**config.mk**
```make
export PLATFORM = sky130hd
export DESIGN_NAME = rpm_error_calc
export DESIGN_NICKNAME = d
export VERILOG_FILES = /design/src/rtl/rpm_error_calc.sv
export SDC_FILE = /design/constraint.sdc
export NUM_CORES = 1
export LEC_CHECK = 0
export ABC_CLOCK_PERIOD_IN_PS = 6300
export CAP_MARGIN = 5
export CORE_MARGIN = 2
export CORE_UTILIZATION = 58
export DETAILED_ROUTE_END_ITERATION = 10
export HOLD_SLACK_MARGIN = 0.06
export PLACE_DENSITY = 0.81
export SYNTH_ARGS = -nofsm -noshare
export SYNTH_HDL_FRONTEND = slang
export SYNTH_SLANG_ARGS = --single-unit
```
**constraint.sdc**
```tcl
create_clock -name CLOCK_50 -period 6.3 [get_ports CLOCK_50]
set_input_delay 1.89 -clock CLOCK_50 [delete_from_list [all_inputs] [get_ports CLOCK_50]]
set_output_delay 1.89 -clock CLOCK_50 [all_outputs]
set_load 0.05 [all_outputs]
```
**src/rtl/rpm_error_calc.sv**
```systemverilog
// rpm_error_calc: x4 quadrature decoder, windowed edge counter, RPM scaling and
// signed-magnitude error term (SETPOINT - measured) for the wheel PI loop.
// Also produces the PI prescaler clock, phased half a window after the update.
module rpm_error_calc #(
   parameter int          N_WIDTH       = 17,
   parameter int          Q_WIDTH       = 8,
   parameter int          CNT_WIDTH     = 16,
   parameter int          WINDOW_CYCLES = 4100,
   parameter logic [15:0] RPM_SCALE     = 16'h0100
) (
   input  logic               CLOCK_50,
   input  logic               RESET_n,
   input  logic               ENC_A,
   input  logic               ENC_B,
   input  logic [N_WIDTH-1:0] SETPOINT,
   output logic [N_WIDTH-1:0] ERROR_K,
   output logic [N_WIDTH-1:0] MEAS_RPM,
   output logic               ERROR_VALID,
   output logic               PRESCALER_CLK,
   output logic               ENC_ERR
);

   localparam int MW   = N_WIDTH - 1;                       // magnitude width
   localparam int EW   = N_WIDTH + 1;                       // two's-complement error width
   localparam int WW   = $clog2(WINDOW_CYCLES);
   localparam int QEXT = (Q_WIDTH > 8) ? Q_WIDTH - 8 : 0;   // RPM_SCALE is Q8
   localparam int QTRN = (Q_WIDTH < 8) ? 8 - Q_WIDTH : 0;
   localparam int PW   = CNT_WIDTH + 16 + QEXT;             // scaled product width

   localparam logic [MW-1:0]               MAG_MAX = '1;
   localparam logic signed [CNT_WIDTH:0]   SUM_MAX = {2'b00, {(CNT_WIDTH-1){1'b1}}};
   localparam logic signed [CNT_WIDTH:0]   SUM_MIN = -SUM_MAX;
   localparam logic [WW-1:0]               WIN_LAST = WW'(WINDOW_CYCLES - 1);
   localparam logic [WW-1:0]               WIN_HALF = WW'(WINDOW_CYCLES / 2);

   typedef enum logic [1:0] {
      S_COUNT = 2'd0,
      S_SCALE = 2'd1,
      S_ERROR = 2'd2,
      S_OUT   = 2'd3
   } state_t;

   // ------------------------------------------------------------------
   // Encoder synchronisers and previous-sample register
   // ------------------------------------------------------------------
   logic [1:0] a_sync_q, b_sync_q;
   logic [1:0] ab_prev_q;
   logic [1:0] ab_cur;

   assign ab_cur = {a_sync_q[1], b_sync_q[1]};

   // two-flop synchronisers plus a third flop holding the previous {A,B}
   always_ff @(posedge CLOCK_50 or negedge RESET_n) begin
      if (!RESET_n) begin
         a_sync_q  <= '0;
         b_sync_q  <= '0;
         ab_prev_q <= '0;
      end else begin
         a_sync_q  <= {a_sync_q[0], ENC_A};
         b_sync_q  <= {b_sync_q[0], ENC_B};
         ab_prev_q <= ab_cur;
      end
   end

   // ------------------------------------------------------------------
   // x4 Gray decode: forward 00->01->11->10->00, double change is illegal
   // ------------------------------------------------------------------
   logic signed [1:0] step;
   logic              illegal;

   // map previous/current sample pair to a signed step
   always_comb begin
      step    = 2'sd0;
      illegal = 1'b0;
      case ({ab_prev_q, ab_cur})
         4'b00_01, 4'b01_11, 4'b11_10, 4'b10_00: step    = 2'sd1;
         4'b01_00, 4'b11_01, 4'b10_11, 4'b00_10: step    = -2'sd1;
         4'b00_11, 4'b11_00, 4'b01_10, 4'b10_01: illegal = 1'b1;
         default: ;
      endcase
   end

   // ------------------------------------------------------------------
   // Window timer, saturating edge counter and snapshot
   // ------------------------------------------------------------------
   logic [WW-1:0]               win_q, win_d;
   logic                        win_end;
   logic signed [CNT_WIDTH-1:0] cnt_q, cnt_d, cnt_sat;
   logic signed [CNT_WIDTH-1:0] snap_q, snap_d;
   logic signed [CNT_WIDTH:0]   cnt_sum;
   logic                        presc_q, enc_err_q;

   assign win_end = (win_q == WIN_LAST);

   // next window position, count and snapshot; the terminal-cycle step is
   // folded into the snapshot so no edge is lost at the window boundary
   always_comb begin
      win_d   = win_end ? '0 : win_q + 1'b1;
      cnt_sum = $signed({cnt_q[CNT_WIDTH-1], cnt_q})
              + $signed({{(CNT_WIDTH-1){step[1]}}, step});
      if (cnt_sum > SUM_MAX)
         cnt_sat = SUM_MAX[CNT_WIDTH-1:0];
      else if (cnt_sum < SUM_MIN)
         cnt_sat = SUM_MIN[CNT_WIDTH-1:0];
      else
         cnt_sat = cnt_sum[CNT_WIDTH-1:0];
      cnt_d  = win_end ? '0 : cnt_sat;
      snap_d = win_end ? cnt_sat : snap_q;
   end

   // window, counter, snapshot, prescaler and sticky encoder-error state
   always_ff @(posedge CLOCK_50 or negedge RESET_n) begin
      if (!RESET_n) begin
         win_q     <= '0;
         cnt_q     <= '0;
         snap_q    <= '0;
         presc_q   <= 1'b0;
         enc_err_q <= 1'b0;
      end else begin
         win_q     <= win_d;
         cnt_q     <= cnt_d;
         snap_q    <= snap_d;
         // registered from the next window position so it tracks win_q exactly
         presc_q   <= (win_d >= WIN_HALF);
         enc_err_q <= enc_err_q | illegal;
      end
   end

   // ------------------------------------------------------------------
   // Sequencing FSM
   // ------------------------------------------------------------------
   state_t state_q, state_d;
   logic   load_meas, load_out;

   // state register
   always_ff @(posedge CLOCK_50 or negedge RESET_n) begin
      if (!RESET_n) state_q <= S_COUNT;
      else          state_q <= state_d;
   end

   // next state and per-state load strobes
   always_comb begin
      state_d   = state_q;
      load_meas = 1'b0;
      load_out  = 1'b0;
      case (state_q)
         S_COUNT: if (win_end) state_d = S_SCALE;
         S_SCALE: begin
            load_meas = 1'b1;
            state_d   = S_ERROR;
         end
         S_ERROR: begin
            load_out = 1'b1;
            state_d  = S_OUT;
         end
         S_OUT:   state_d = S_COUNT;
         default: state_d = S_COUNT;
      endcase
   end

   // ------------------------------------------------------------------
   // Scaling: |snapshot| * RPM_SCALE, realigned to Q_WIDTH, saturated
   // ------------------------------------------------------------------
   logic [CNT_WIDTH-1:0] snap_abs;
   logic [PW-1:0]        prod;
   logic [MW-1:0]        meas_mag;
   logic                 meas_sign;
   logic [N_WIDTH-1:0]   meas_q;

   // magnitude product and sign; zero magnitude always reported as +0
   always_comb begin
      snap_abs  = snap_q[CNT_WIDTH-1] ? (~snap_q + 1'b1) : snap_q;
      prod      = ((PW'(snap_abs) * PW'(RPM_SCALE)) << QEXT) >> QTRN;
      meas_mag  = (prod > PW'(MAG_MAX)) ? MAG_MAX : prod[MW-1:0];
      meas_sign = snap_q[CNT_WIDTH-1] && (meas_mag != '0);
   end

   // ------------------------------------------------------------------
   // Error: signed-magnitude -> two's complement, subtract, convert back
   // ------------------------------------------------------------------
   logic [EW-1:0] sp_tc, ms_tc, diff, diff_abs;
   logic [MW-1:0] err_mag;
   logic          err_sign;

   // SETPOINT is read here, i.e. only in the S_ERROR cycle; -0 becomes 0
   always_comb begin
      sp_tc    = SETPOINT[MW] ? -EW'(SETPOINT[MW-1:0]) : EW'(SETPOINT[MW-1:0]);
      ms_tc    = meas_q[MW]   ? -EW'(meas_q[MW-1:0])   : EW'(meas_q[MW-1:0]);
      diff     = sp_tc - ms_tc;
      diff_abs = diff[EW-1] ? (~diff + 1'b1) : diff;
      err_mag  = (diff_abs > EW'(MAG_MAX)) ? MAG_MAX : diff_abs[MW-1:0];
      err_sign = diff[EW-1] && (err_mag != '0);
   end

   // ------------------------------------------------------------------
   // Result registers
   // ------------------------------------------------------------------
   logic [N_WIDTH-1:0] err_out_q, meas_out_q;
   logic               valid_q;

   // measured value held between SCALE and ERROR; outputs and the valid
   // pulse update together so the S_OUT cycle shows the new values
   always_ff @(posedge CLOCK_50 or negedge RESET_n) begin
      if (!RESET_n) begin
         meas_q     <= '0;
         err_out_q  <= '0;
         meas_out_q <= '0;
         valid_q    <= 1'b0;
      end else begin
         if (load_meas) meas_q <= {meas_sign, meas_mag};
         if (load_out) begin
            err_out_q  <= {err_sign, err_mag};
            meas_out_q <= meas_q;
         end
         valid_q <= load_out;
      end
   end

   assign ERROR_K       = err_out_q;
   assign MEAS_RPM      = meas_out_q;
   assign ERROR_VALID   = valid_q;
   assign PRESCALER_CLK = presc_q;
   assign ENC_ERR       = enc_err_q;

endmodule
```
; ---- Word-level counts from Yosys, hierarchy flattened
; Cells that the tools add are included.
[word_totals]
regBits = 107
latch_bits = 0
ramBits = 0
rom_bits = 0
input_bits = 21
mem_count = 0
[classes]
addsub = 7
mul = 0
div = 0
n_lt_le_gt_ge = 5
n_eq_ne = 17
n_shift = 0
mux = 16
bitwise_logic = 3
n_reduce_logical = 8
[ops]
columns = cell, count
row1 = 16-bit two-way mux, 6
row2 = 18-bit two-way mux, 3
row3 = 16-bit negation with 18-bit output, 2
row4 = 16-bit nonzero test, 2
row5 = 4-bit equality test (second input constant), 6
row6 = 24-bit by 16-bit greater-than comparator with 1-bit output (second input constant), 1
row7 = 18-bit by 1-bit adder with 18-bit output (second input constant), 1
row8 = 18-bit by 16-bit greater-than comparator with 1-bit output (second input constant), 1
row9 = 18-bit inverter, 1
row10 = 18-bit subtractor, 1
row11 = 16-bit by 2-bit adder with 17-bit output, 1
row12 = 17-bit by 16-bit greater-than comparator with 1-bit output (second input constant), 1
row13 = 17-bit by 16-bit less-than comparator with 1-bit output (second input constant), 1
row14 = 16-bit by 1-bit adder with 16-bit output (second input constant), 1
row15 = 16-bit inverter, 1
row16 = 13-bit by 1-bit adder with 13-bit output (second input constant), 1
row17 = 13-bit equality test (second input constant), 1
row18 = 13-bit by 12-bit >= comparator with 1-bit output (second input constant), 1
row19 = 13-bit two-way mux, 1
row20 = 4-bit by 3-bit equality test with 1-bit output (second input constant), 3
row21 = 4-bit OR reduction, 3
row22 = 4-bit by 2-bit equality test with 1-bit output (second input constant), 2
row23 = 2-bit one-hot mux with 4 select lines, 1
row24 = 2-bit equality test (second input constant), 2
row25 = other kinds (9), 12

; ---- Longest topological paths before layout
; Gate-level depths: netlist (run 1).
[depth]
ltp_word = 10
depth_mapped = 19
mapped_depth_nobuf = 18

; ---- Least setup slack after synthesis (run 1)
; OpenSTA, ideal clock, no wires.
[synth_timing]
kind = input to register
startpoint = input port SETPOINT[5]
endpoint = register err_out_q[2], in the netlist ERROR_K[2]
arrival_ns = 5.804
t_required_ns = 6.219
path_slack_ns = 0.415
path_stages = 16
n_path_buf = 1
cell_sequence = or3_1 > or3_1 > or3_1 > nand2_1 > xnor2_1 > ha_1 > a21o_1 > or3_1 > o211a_1 > or4b_4 > nor4b_4 > a31oi_1 > mux2i_4 > inv_2 > buf_6 > a31oi_2
[synth_via]
elab_chain_cells = 8
[synth_rtl]
columns = element, line_no
row1 = start: declaration, 15  ; input logic [N_WIDTH-1:0] SETPOINT,
row2 = 16-bit negation with 18-bit output, 187  ; sp_tc = SETPOINT[MW] ? -EW'(SETPOINT[MW-1:0]) : EW'(SETPOINT[MW-1:0]);
row3 = 18-bit two-way mux *, 187
row4 = 18-bit subtractor *, 189  ; diff = sp_tc - ms_tc;
row5 = 18-bit inverter, 190  ; diff_abs = diff[EW-1] ? (~diff + 1'b1) : diff;
row6 = 18-bit by 1-bit adder with 18-bit output, 190
row7 = 18-bit two-way mux *, 190
row8 = 18-bit by 16-bit greater-than comparator with 1-bit output, 191  ; err_mag = (diff_abs > EW'(MAG_MAX)) ? MAG_MAX : diff_abs[MW-1:0];
row9 = 16-bit two-way mux *, 191
row10 = end signal: assignment, 212  ; err_out_q <= {err_sign, err_mag};
row11 = end: declaration, 198  ; logic [N_WIDTH-1:0] err_out_q, meas_out_q;
; Every way passes the cells marked *; elsewhere a longest branch is shown, timed or not.
; A chain may end at the register's enable or synchronous reset.

; ---- Worst setup path in the final report (run 1)
[layout_timing]
startpoint = input port SETPOINT[5]
endpoint = register err_out_q[13], in the netlist ERROR_K[13]
; The elaborated chain is that of the path after synthesis.

==> results of run 1 <==
[state kept, by name, summed over array words and instances, names as in the netlist]
register	count
win_q	13
MEAS_RPM	10
state_q	2
PRESCALER_CLK	1
ERROR_VALID	1
cnt_q	16
ab_prev_q	2
meas_q	10
b_sync_q	2
a_sync_q	2
snap_q	16
ENC_ERR	1
ERROR_K	17
[per-layer routing]
metal,part of all wire,track usage
met4,0.032,0.115
met5,0,0
met1,0.40,0.309
met2,0.53,0.505
met3,0.041,0.0484
[cell usage after synthesis, types with 11 or more instances]
cell	number	area, um^2
or3_1	13	81.3
ha_1	43	538
nor2_1	93	349
dfrtp_1	93	2330
o21ai_0	44	220
o31ai_1	12	90.1
xnor2_1	60	526
inv_1	20	75.1
nor3_1	18	90.1
nand2b_1	12	75.1
clkbuf_1	17	63.8
nand2_1	66	248
xor2_1	24	210
nand3_1	12	60.1
a21oi_1	51	255
buf_4	11	82.6
[timing repair]
action	CTS	global route
endpoints found under the setup margin	0	4
buffers inserted	0	1
gates resized for setup	0	2
[layout make-up]
cell class	instances	area (um^2)
clock buffers	10	239
clock inverters	6	70.1
fillers	914	3550
inverters	21	78.8
multi-input cells	629	4360
flip-flops and latches	93	2330
well taps	147	184
repair buffers	121	1060
[cells by family after synthesis]
kind of cell	count (synthesis)	synth area share
AOI/OAI and AO/OA	208	0.206
DFF	93	0.334
xor gates and xnor gates	86	0.110
muxes	16	0.0266
buffers and inverters	59	0.0440
adders and majority gates	47	0.0858
and+or+nand+nor	272	0.194
[stage by stage]
step	worst slack (ns)	cells
global placement	-0.0211	1010
floorplan	0.415	781
detailed placement	-0.0796	1010
finish	0.257	1027
global route	0.0156	1027
CTS	0.260	1026
[power groups by stage]
| stage | Combinational (mW) | Sequential [mW] | Clock, mW |
|---|---|---|---|
| 3_5_place_dp | 1.16 | 0.693 | 0 |
| 3_3_place_gp | 1.13 | 0.690 | 0 |
| 6_report | 1.19 | 0.682 | 0.561 |
| 4_1_cts | 1.17 | 0.683 | 0.571 |
| 5_1_grt | 1.32 | 0.685 | 0.591 |
| 2_1_floorplan | 0.837 | 0.686 | 0 |
[worst max-delay path, delay by kind of cell]
kind            cells  cell delay, ns
fa+ha+maj           1            0.26
xor+xnor            1            0.12
compound gates      4            0.78
buf+inv             2            0.59
simple gates        8            2.49
mux                 1            0.08
[path summary, 6_finish.rpt]
| kind | startpoint | endpoint | slack, ns | cells past startpoint |
|---|---|---|---|---|
| worst max-delay path | SETPOINT[5] | ERROR_K[13] | 0.26 | 17 |
| worst min-delay path | b_sync_q[0] | b_sync_q[1] | 0.35 | 0 |
| worst max register to register | meas_q[7] | ERROR_K[13] | 1.82 | 16 |
| worst min register to register | b_sync_q[0] | b_sync_q[1] | 0.35 | 0 |
| max in group asynchronous | RESET_n | a_sync_q[1] | 3.72 | 2 |
| min in group asynchronous | RESET_n | MEAS_RPM[16] | 1.51 | 1 |
==> results.toml, run 1 <==
[timing]
fin_setup_tns_ns = 0
fin_crit_sh = 0.959
final-setup-viol-count = 0
slew_violations = 0
clock.fmax_ghz = 0.165
period_minus_slack_ns = 6.04
rsz0062_at_grt = "false"
hold_viol_final = 0
skew_ns = 0.0103
holdWs_ns = 0.350
tightest_slew_ns = 0.965
relSlewSlack = 0.356

[finish]
antenna_cells = 0
syn_to_final_growth_pct = 19.2
mostFrequentLayoutCells = "dfrtp_1, nor2_1, nand2_1"
stdcell_area_mm2 = 0.00832
finalNetCount = 941
final_core_util = 0.701
drive_gt1_frac = 0.144

[logic_synthesis]
synth_cell_types = 85
ys_ff_latch = 93
syn-cell-area_mm2 = 0.00697
yosys_warnings = 0
synth_seq_area_share = 0.334
synth_edf_count = 0
async_flop_share = 1.00
synthCells = 781
synthFlopType = "dfrtp_1"
avgSynthCellArea_um2 = 8.93
syn_nets = 847

[setup_path]
worstSetupPathType = "in -> reg"
end_kind = "flop"
cpMostUsedCell = "or3_1"
path_cells = "clkdlybuf4s50_1 -> or3_1 -> or3_1 -> or3_1 -> nand2_1 -> xnor2_1 -> ha_1 -> a21o_1 -> or3_1 -> o211a_1 -> or4b_4 -> nor4b_4 -> a41o_2 -> mux2i_4 -> buf_4 -> nor2_1 -> a21oi_1"
cp-start-kind = "primary input"
cp.required_ns = 6.47
crit_fanout = 4
critical_path_arrival_ns = 6.21
cp_slowest_cell = "or4b_4"
cp_slowest_stage_delay_ns = 0.50

[placed_design]
gp_congestion = 0.948
dp_hpwl_mm = 13.0
io_buffers = 57
place_area_mm2 = 0.00799

[power]
p_leak_nw = 3.58
switchingPower_uw = 952
sw_frac_of_total = 0.392
power_mw = 2.43
power_density_mw_per_mm2 = 292
internal_power_mw = 1.48
combinationalPowerShare = 0.488
p_seq_frac = 0.281
clkPwrFrac = 0.231
ir_worst_vdd_v = 0.000313

[clock_tree]
cts_made_buffers = 9
cts.clk_slew.worst_paths_ns = 0.07
cts_tree = "built"
clock-sinks = 93
h-tree-depth = 3
clockBufferDepth = 2
root_buffer = "clkbuf_16"
clock_latency_ns = 0.35
cts_hold_buf = 0

[route]
dr_total_vias = 6183
firstDrtPassIters = 5
post_drt_wl_per_cell_um = 16.3
vias_per_cell = 6.02
drt_wl_total_mm = 16.8
drt_iter0_drc = 380
postRouteAntennaNets = 0
drc = 0

[floorplan]
num_io_pins = 58
fp.coreArea_mm2 = 0.0119
start_util = 0.588
fp.dieH_um = 114
placementRows = 40
die_x_um = 114
die-area_mm2 = 0.0129

[global_route]
grt_pass1_vias = 6204
grt_start_max_net_pins = 54
antenna_found_initial = 0
grt_pass1_wl_mm = 28.5
grt_overflow = 0
grt_usage = 0.273

[status]
status = "finished, final reports clean"

[run]
drv_cap = 0

[hold_path]
hp-class = "reg -> reg"
Note: power is estimated with default switching activity, not from simulation.
==> run 2, diff against run 1 <==
==> constraint.sdc (replaced) <==
create_clock -name CLOCK_50 -period 6.3 [get_ports CLOCK_50]
set_input_delay 1.89 -clock CLOCK_50 [delete_from_list [all_inputs] [get_ports CLOCK_50]]
set_output_delay 1.89 -clock CLOCK_50 [all_outputs]
set_load 0.1 [all_outputs]
==> results of run 2 <==
Same layout as run 1 (identical final DEF). Status: finished, final reports clean.
==> run 3, diff against run 2 <==
--- a/config.mk
+++ b/config.mk
@@ -8,10 +8,11 @@
 export ABC_CLOCK_PERIOD_IN_PS = 6300
 export CAP_MARGIN = 5
 export CORE_MARGIN = 2
-export CORE_UTILIZATION = 58
+export CORE_UTILIZATION = 64
+export CTS_CLUSTER_DIAMETER = 50
 export DETAILED_ROUTE_END_ITERATION = 10
 export HOLD_SLACK_MARGIN = 0.06
-export PLACE_DENSITY = 0.81
+export PLACE_DENSITY = 0.88
 export SYNTH_ARGS = -nofsm -noshare
 export SYNTH_HDL_FRONTEND = slang
 export SYNTH_SLANG_ARGS = --single-unit
==> run 3 against run 2 <==
Compared with the run above: sequential power about the same; largest power group unchanged; die area decreased by 9.1%; critical endpoint is now ERROR_K[3]; combinational power decreased by 3%; critical path depth unchanged; worst setup slack got worse by 0.0074 ns; clock power decreased by 29%; routed wire length decreased by 1.1%.
==> results.toml, run 3 (synthesis results as in run 1) <==
[global_route]
grt_use_met1 = 0.346
antenna_found_initial = 0
grt_util_met2 = 0.552
grt_busiest_layer = "met2"
grt_overflow = 0
grt_pass1_vias = 6016
grt_start_max_net_pins = 48
grt_usage = 0.297
grt_util_met3 = 0.0404
grt_pass1_wl_mm = 27.8

[timing]
period_minus_slack_ns = 6.05
skew_ns = 0.0185
fin_crit_sh = 0.960
relSlewSlack = 0.334
holdWs_ns = 0.360
rsz0062_at_grt = "false"
clock.fmax_ghz = 0.165
hold_viol_final = 0
final-setup-viol-count = 0
tightest_slew_ns = 0.995
slew_violations = 0

[power]
power_density_mw_per_mm2 = 277
p_leak_nw = 3.45
power_mw = 2.23
ir_worst_vdd_v = 0.000288

[setup_path]
worstSetupPathType = "in -> reg"
regToRegStartpoint = "b_sync_q[1]"
critical_path_arrival_ns = 6.27
end_kind = "flop"
rrSetupSlack_ns = 1.65
r2r_end = "snap_q[9]"
cp.required_ns = 6.52
cp-start-kind = "primary input"
crit_fanout = 4
rr_worst_depth = 13

[clock_tree]
clockBufferDepth = 2
root_buffer = "clkbuf_8"
clock_latency_ns = 0.38
cts_hold_buf = 0
cts_made_buffers = 9
clock-sinks = 93
cts.clk_slew.worst_paths_ns = 0.10
cts_tree = "built"
h-tree-depth = 3
post_cts_buffers = 0
cts.repair.resized = 0

[floorplan]
placementRows = 38
num_io_pins = 58
die_x_um = 108
fp.coreArea_mm2 = 0.0107
die-area_mm2 = 0.0117
start_util = 0.649
fp.dieH_um = 108

[route]
vias_per_cell = 6.10
drc = 0
dr_total_vias = 6114
drt_wl_total_mm = 16.6
post_drt_wl_per_cell_um = 16.5
firstDrtPassIters = 5
drt_iter0_drc = 429
postRouteAntennaNets = 0

[finish]
syn_to_final_growth_pct = 15.9
largest_reg_flops = 17
stdcell_area_mm2 = 0.00808
drive_gt1_frac = 0.133
mostFrequentLayoutCells = "dfrtp_1, nor2_1, nand2_1"
finalNetCount = 924
fill_cells = 745
antenna_cells = 0

[hold_path]
worst_hold_path.endpoint = "a_sync_q[1]"
holdPathStages = 0
holdCritStartpoint = "a_sync_q[0]"
hp-class = "reg -> reg"

[status]
status = "finished, final reports clean"

[placed_design]
place_area_mm2 = 0.00786
gp_congestion = 0.930
dp_hpwl_mm = 12.8
io_buffers = 57

[run]
drv_cap = 0
-- run 3: changes by cell type in the layout (fill, tap and decap cells not counted), sizes merged --
cell,before,now
buf,65,48
bufinv,1,0
clkbuf,10,9
inv,22,24
-- run 3: metrics by stage --
step                       util  setup WS (ns)  cells  TNS [ns]
after floorplan               -          0.415    781         0
after global placement    0.731        0.00657    987         0
after detailed placement  0.731         -0.130    987     -1.21
after CTS                 0.749          0.264   1003         0
after global routing      0.752        0.00290   1003         0
final                     0.752          0.250   1003         0
-- run 3: final cells by class --
class	instances	area [um^2]	share of cell area
Tap cell	140	175	0.0217
Timing Repair Buffer	104	937	0.116
Inverter	21	78.8	0.00976
Clock buffer	9	124	0.0153
Clock inverter	7	67.6	0.00836
Multi-Input combinational cell	629	4370	0.541
Sequential cell	93	2330	0.288
-- run 3: how the worst max path moves through the flow --
stage             endpoint        start
2_1_floorplan  ERROR_K[11]  SETPOINT[5]
5_1_grt         ERROR_K[3]  SETPOINT[0]
6_report        ERROR_K[3]  SETPOINT[5]
4_1_cts         ERROR_K[3]  SETPOINT[5]
3_3_place_gp   ERROR_K[15]  SETPOINT[5]
3_5_place_dp    ERROR_K[3]  SETPOINT[5]
-- run 3: report_power, final --
group,internal [mW],switching [mW]
sequential,0.659,0.0226
clock,0.153,0.245
combinational,0.474,0.681
total,1.29,0.949
-- run 3: worst max-delay path: stages --
cell             delay [ns]
clkdlybuf4s50_1        0.43
or3_1                  0.40
or3_1                  0.37
or3_1                  0.41
nand2_1                0.10
xnor2_1                0.12
ha_1                   0.26
a21o_1                 0.20
or3_1                  0.35
o211a_1                0.23
or4b_4                 0.50
nor4b_4                0.28
a41o_2                 0.26
mux2i_4                0.09
buf_4                  0.17
nor2_1                 0.12
a21oi_1                0.09
-- run 3: routing by layer --
metal  vias to the layer above  share of wire
li1                       2961              -
met1                      2944           0.40
met2                       175           0.53
met3                        34          0.042
met4                         0          0.024
met5                         -              0
